**src/rtl/ttt_pkg.sv**
```systemverilog
// ttt_pkg: shared cell position type, controller states and free-cell search
package ttt_pkg;
  typedef logic [3:0] pos_t;
  localparam pos_t POS_NONE = 4'd0;
  localparam pos_t POS_MIN = 4'd1;
  localparam pos_t POS_MAX = 4'd9;
  typedef enum logic [1:0] {SELECT, ISSUE, SETTLE, DONE} ctrl_state_t;
  function automatic pos_t lowest_free(input logic [8:0] occ);
    lowest_free = POS_NONE;
    for (int i = 8; i >= 0; i--) if (!occ[i]) lowest_free = pos_t'(i + 1);
  endfunction
endpackage

```
**src/rtl/button_conditioner.sv**
```systemverilog
// button_conditioner: synchronise, debounce and rising-edge detect one raw button
module button_conditioner #(
  parameter int DEBOUNCE_CYCLES = 500_000
) (
  input  logic clk,
  input  logic rst,
  input  logic btn,
  output logic pulse
);
  localparam int CW = $clog2(DEBOUNCE_CYCLES + 1);
  localparam logic [CW-1:0] LAST = CW'(DEBOUNCE_CYCLES - 1);
  logic s1, s2, level;
  logic [CW-1:0] cnt;
  // accept a new level only after it differs from the held one for DEBOUNCE_CYCLES cycles
  always_ff @(posedge clk) begin
    if (rst) begin
      {s1, s2, level, pulse} <= '0;
      cnt <= '0;
    end else begin
      s1 <= btn;
      s2 <= s1;
      pulse <= 1'b0;
      if (s2 == level) cnt <= '0;
      else if (cnt == LAST) begin
        level <= s2;
        cnt <= '0;
        pulse <= s2;
      end else cnt <= cnt + 1'b1;
    end
  end
endmodule

```
**src/rtl/move_input_controller.sv**
```systemverilog
// move_input_controller: buttons to legal playX/playO strobes; TURN_TIMEOUT_EN adds a turn auto-confirm timer
module move_input_controller
  import ttt_pkg::*;
#(
  parameter int DEBOUNCE_CYCLES = 500_000,
  parameter int SETTLE_CYCLES = 2
`ifdef TURN_TIMEOUT_EN
  , parameter int TIMEOUT_CYCLES = 500_000_000
`endif
) (
  input  logic       clk,
  input  logic       rst,
  input  logic       btn_next,
  input  logic       btn_prev,
  input  logic       btn_confirm,
  input  logic [8:0] occupied,
  input  logic       game_over,
  output logic       playX,
  output logic       playO,
  output logic [3:0] playerX_position,
  output logic [3:0] playerO_position,
  output logic [3:0] cursor,
  output logic       turn_x
);
  localparam int SW = $clog2(SETTLE_CYCLES + 1);
  localparam logic [SW-1:0] S_LAST = SW'(SETTLE_CYCLES - 1);
  ctrl_state_t state, state_d;
  pos_t cursor_d, posx_d, poso_d, sel;
  logic turn_d, go, nxt, prv, cfm, mv_next, mv_prev;
  logic [SW-1:0] scnt, scnt_d;
`ifdef TURN_TIMEOUT_EN
  localparam int TW = $clog2(TIMEOUT_CYCLES + 1);
  localparam logic [TW-1:0] T_MAX = TW'(TIMEOUT_CYCLES);
  logic [TW-1:0] timer, timer_d;
  pos_t free;
  assign free = lowest_free(occupied);
`endif
  button_conditioner #(.DEBOUNCE_CYCLES(DEBOUNCE_CYCLES)) u_next (.clk(clk), .rst(rst), .btn(btn_next), .pulse(nxt));
  button_conditioner #(.DEBOUNCE_CYCLES(DEBOUNCE_CYCLES)) u_prev (.clk(clk), .rst(rst), .btn(btn_prev), .pulse(prv));
  button_conditioner #(.DEBOUNCE_CYCLES(DEBOUNCE_CYCLES)) u_cfm (.clk(clk), .rst(rst), .btn(btn_confirm), .pulse(cfm));
  assign mv_next = nxt & ~prv;
  assign mv_prev = prv & ~nxt;
  assign playX = state == ISSUE && turn_x;
  assign playO = state == ISSUE && !turn_x;
  // next-state, cursor movement and move capture
  always_comb begin
    state_d = state;
    cursor_d = cursor;
    turn_d = turn_x;
    posx_d = playerX_position;
    poso_d = playerO_position;
    scnt_d = '0;
    go = 1'b0;
    sel = cursor;
`ifdef TURN_TIMEOUT_EN
    timer_d = '0;
`endif
    case (state)
      SELECT: begin
`ifdef TURN_TIMEOUT_EN
        timer_d = timer == T_MAX ? timer : timer + 1'b1;
`endif
        if (game_over) state_d = DONE;
        else if (cfm) go = !occupied[cursor - 4'd1];
`ifdef TURN_TIMEOUT_EN
        else if (timer == T_MAX) begin
          go = free != POS_NONE;
          sel = free;
          cursor_d = go ? free : cursor;
        end
`endif
        else if (mv_next || mv_prev) begin
          cursor_d = mv_next ? (cursor == POS_MAX ? POS_MIN : cursor + 4'd1)
                             : (cursor == POS_MIN ? POS_MAX : cursor - 4'd1);
`ifdef TURN_TIMEOUT_EN
          timer_d = '0;
`endif
        end
        if (go) begin
          state_d = ISSUE;
          posx_d = turn_x ? sel : playerX_position;
          poso_d = turn_x ? playerO_position : sel;
        end
      end
      ISSUE: state_d = SETTLE;
      SETTLE: begin
        if (scnt == S_LAST) begin
          turn_d = ~turn_x;
          state_d = game_over ? DONE : SELECT;
        end else scnt_d = scnt + 1'b1;
      end
      default: state_d = DONE;
    endcase
  end
  // controller state registers
  always_ff @(posedge clk) begin
    if (rst) begin
      state <= SELECT;
      cursor <= POS_MIN;
      turn_x <= 1'b1;
      playerX_position <= POS_NONE;
      playerO_position <= POS_NONE;
      scnt <= '0;
`ifdef TURN_TIMEOUT_EN
      timer <= '0;
`endif
    end else begin
      state <= state_d;
      cursor <= cursor_d;
      turn_x <= turn_d;
      playerX_position <= posx_d;
      playerO_position <= poso_d;
      scnt <= scnt_d;
`ifdef TURN_TIMEOUT_EN
      timer <= timer_d;
`endif
    end
  end
endmodule

```
**config.mk**
```make
export PLATFORM = sky130hd
export DESIGN_NAME = move_input_controller
export DESIGN_NICKNAME = d
export VERILOG_FILES = /design/src/rtl/ttt_pkg.sv /design/src/rtl/button_conditioner.sv /design/src/rtl/move_input_controller.sv
export SDC_FILE = /design/constraint.sdc
export NUM_CORES = 1
export LEC_CHECK = 0
export BUFFER_PORTS_ARGS = -buffer_cell sky130_fd_sc_hd__buf_2
export CAP_MARGIN = 20
export CORE_MARGIN = 2
export CORE_UTILIZATION = 36
export DETAILED_ROUTE_END_ITERATION = 7
export GPL_ROUTABILITY_DRIVEN = 0
export PLACE_DENSITY = 0.55
export SYNTH_ARGS = -nofsm -noshare
export SYNTH_HDL_FRONTEND = slang
export SYNTH_SLANG_ARGS = --single-unit
```
**constraint.sdc**
```tcl
create_clock -name clk -period 4.9 [get_ports clk]
set_input_delay 0.245 -clock clk [delete_from_list [all_inputs] [get_ports clk]]
set_output_delay 0.245 -clock clk [all_outputs]
set_load 0.1 [all_outputs]
```
==> impl_results.md <==
* Status: finished, final reports clean
* Worst Path Required at about 5.2 ns
* Final Critical Period at between 2 and 3 ns
* Final #Nets at 478
* Post-synth EDFFs at 0
* Crit path launch type: flop
* Slew Viols, Final at 0
* Initial antenna violation count at 0
* Most common cell after layout, fill and taps aside: dfxtp_1
* CTS tree: built
* Die Y at between 100 and 150 um
* Max FO, Critical Path at 13
* Setup crit end kind: flop
* DRT met1 WL at around 3500 um
* Synth Area in XOR/XNOR at 0.126
* First-pass GRT wire length at between 10000 and 15000 um
* Dominant synthesized flop cell: dfxtp_1
* Mux contribution to synthesized area at 0.0401
* Critical path arrival at about 3.2 ns
* Die X-Extent at around 110 um
* Top Metal Used: met4
* P_leak at roughly 1.5 nW
* Setup total negative slack at 0 ns
* Clock transition at the registers of the reported paths at roughly 0.080 ns
* Setup bufs post-CTS at 0
* Area of the mapped netlist at between 3000 and 4000 um^2
* WL met2 at 3100 um
* Register bit count reported by yosys at 86
* Vias in the first global route at between 2k and 3k
* DR WL met3 at 187 um
* Worst Hold Class: input pin to flop
* Iter 0 DRT Violations at 105
* DR DRC count at 0
* Part of the Yosys area used for sequential elements at 0.449
* # hold bufs at CTS at 0
* Final Skew at between 0.007 and 0.008 ns
* Unrepaired setup endpoints after global routing: no
* WL/cell at 11.6 um
* # Max-Cap Violations at 0
* Clock buffer count from CTS at 9
* Final hold vios at 0
* Total gr overflow at 0
* Yosys cell types at 44
* Routed vias/inst at about 4.8
* Placed cell count at 579
* H-tree depth at 3
* Maximum buffer depth of the clock tree at 2
* Commonest cells after routing, fill and taps aside: dfxtp_1 (86), nor2_1 (77), xor2_1 (29), buf_2 (29)
* Largest family of logic cells by synthesized area: simple AND/OR/NAND/NOR gates
* Post-synthesis simple-gate area fraction at 0.292
* Synth Area in Adders at 0.0294
* Dpl hpwl at roughly 5000 um
* Worst vdd ir at around 0.00014 V
* Worst slew pin tran at 0.666 ns
* Post-CTS resize count at 0
* Ant diodes at 0
* Core area at a little over 10000 um^2
* Crit path kind: flop to flop
* Routed WL at roughly 7000 um
* Synth Area in Compound Gates at 0.0404
* Max Freq at 0.347 GHz
* Initial Util at 0.372
* Root Buffer: clkbuf_8
* # port buffers at 29
* Power Dens Cells at approximately 310 nW/um^2
* Ys Warns at 0
* Fraction of layout cells with a size suffix above 1 at 0.113
* Num rows at 37
* Final critical-path share of the clock period at 0.588
* Hold WS at between 0.09 and 0.1 ns
* Max_slew headroom at 0.552
* Avg Inst Size Synth at roughly 9 um^2
* Post-Syn Instances at 427
* # clock sinks at 86
* Vias at roughly 2.9k
* Final Instance Count excl. Fillers at ~600
* Die area at roughly 11000 um^2
* Clock Latency Late Sink at between 0.3 and 0.4 ns
* GRT Resource Usage Total at 0.132
* Largest net degree at the start of global routing at 36
* TritonRoute pass-1 iters at 4
* Final ANT Viol Nets at 0
* Ys async rst share at 0
* Layout fillers at roughly 1.0k
* # IOs at 30
* Mapped Nets at around 450
* Final setup viols at 0
* Area growth, synth to finish at 12.9%
-- Yosys cell counts, types with 2 or more instances --
cell type | n | area [um^2]
mux2i_1 | 12 | 120
nor2b_1 | 8 | 50.1
nand4_1 | 12 | 75.1
nor4b_1 | 8 | 70.1
nand2_1 | 24 | 90.1
and3_1 | 4 | 25.0
buf_2 | 2 | 10.0
and4_1 | 6 | 52.6
ha_1 | 9 | 113
clkbuf_1 | 10 | 37.5
or3_1 | 6 | 37.5
dfxtp_1 | 86 | 1720
xnor2_1 | 26 | 228
nand2b_1 | 18 | 113
nor4_1 | 3 | 18.8
a21oi_1 | 7 | 35.0
inv_1 | 9 | 33.8
o21ai_0 | 7 | 35.0
and2_1 | 4 | 25.0
nand3b_1 | 2 | 15.0
nor3_1 | 12 | 60.1
nand3_1 | 26 | 130
xor2_1 | 29 | 254
nor2_1 | 77 | 289
-- registers in the layout, summed over array words and instances, names as in the netlist, 2 cells and up --
register and cells:
scnt 2, cursor 4, u_next.cnt 19, state 2, playerO_position 4, playerX_position 4
u_prev.cnt 19, u_cfm.cnt 19
-- layer usage --
layer	up-vias	global-route usage
met5	-	0
met2	36	0.211
met4	0	0.0584
li1	1509	-
met1	1295	0.169
met3	11	0.0292
-- area by class of cell --
class                           instances  area, um^2  area share
Clock buffer                            9         124      0.0286
Clock inverter                          7         113      0.0260
Inverter                                9        33.8     0.00780
Multi-Input combinational cell        319        2020       0.467
Sequential cell                        86        1720       0.398
Tap cell                              136         170      0.0393
Timing Repair Buffer                   29         145      0.0335
-- through the flow --
stage	setup WS (ns)	area, um^2	util	total power, mW
after floorplan	1.71	3840	-	0.753
final	2.02	4330	0.419	1.33
after detailed placement	1.99	4090	0.396	0.764
after global routing	1.82	4330	0.419	1.39
after global placement	2.09	4090	0.396	0.764
after CTS	1.97	4330	0.419	1.36
-- worst max-delay path, cell delays in order, from the launching register on --
cell and delay [ns]:
dfxtp_1 0.61, inv_1 0.18, ha_1 0.41, mux2_2 0.36, o311ai_1 0.25, o21bai_2 0.17
nor4b_2 0.57, mux2i_1 0.26
-- path summary, 6_finish.rpt --
path / from / to / slack (ns) / depth (start not counted)
max: cursor[0] / playerO_position[2] / 2.02 / 7
min: btn_next / u_next.s1 / 0.1 / 2
max reg2reg: cursor[0] / playerO_position[2] / 2.02 / 7
min reg2reg: scnt[0] / scnt[0] / 0.43 / 1
-- kinds of logic after synthesis --
kind of cell,count (synthesis)
mux,14
buf+inv,22
flops,86
compound gates,24
simple gates,217
fa+ha+maj,9
xor+xnor,55
-- report_power, final --
group | switching, mW | internal (mW) | leakage, nW
Clock | 0.251 | 0.336 | 0.119
Combinational | 0.0235 | 0.0156 | 0.697
Sequential | 0.00446 | 0.704 | 0.695
Total | 0.279 | 1.06 | 1.51
No activity file was read; power rests on OpenSTA's default activity.
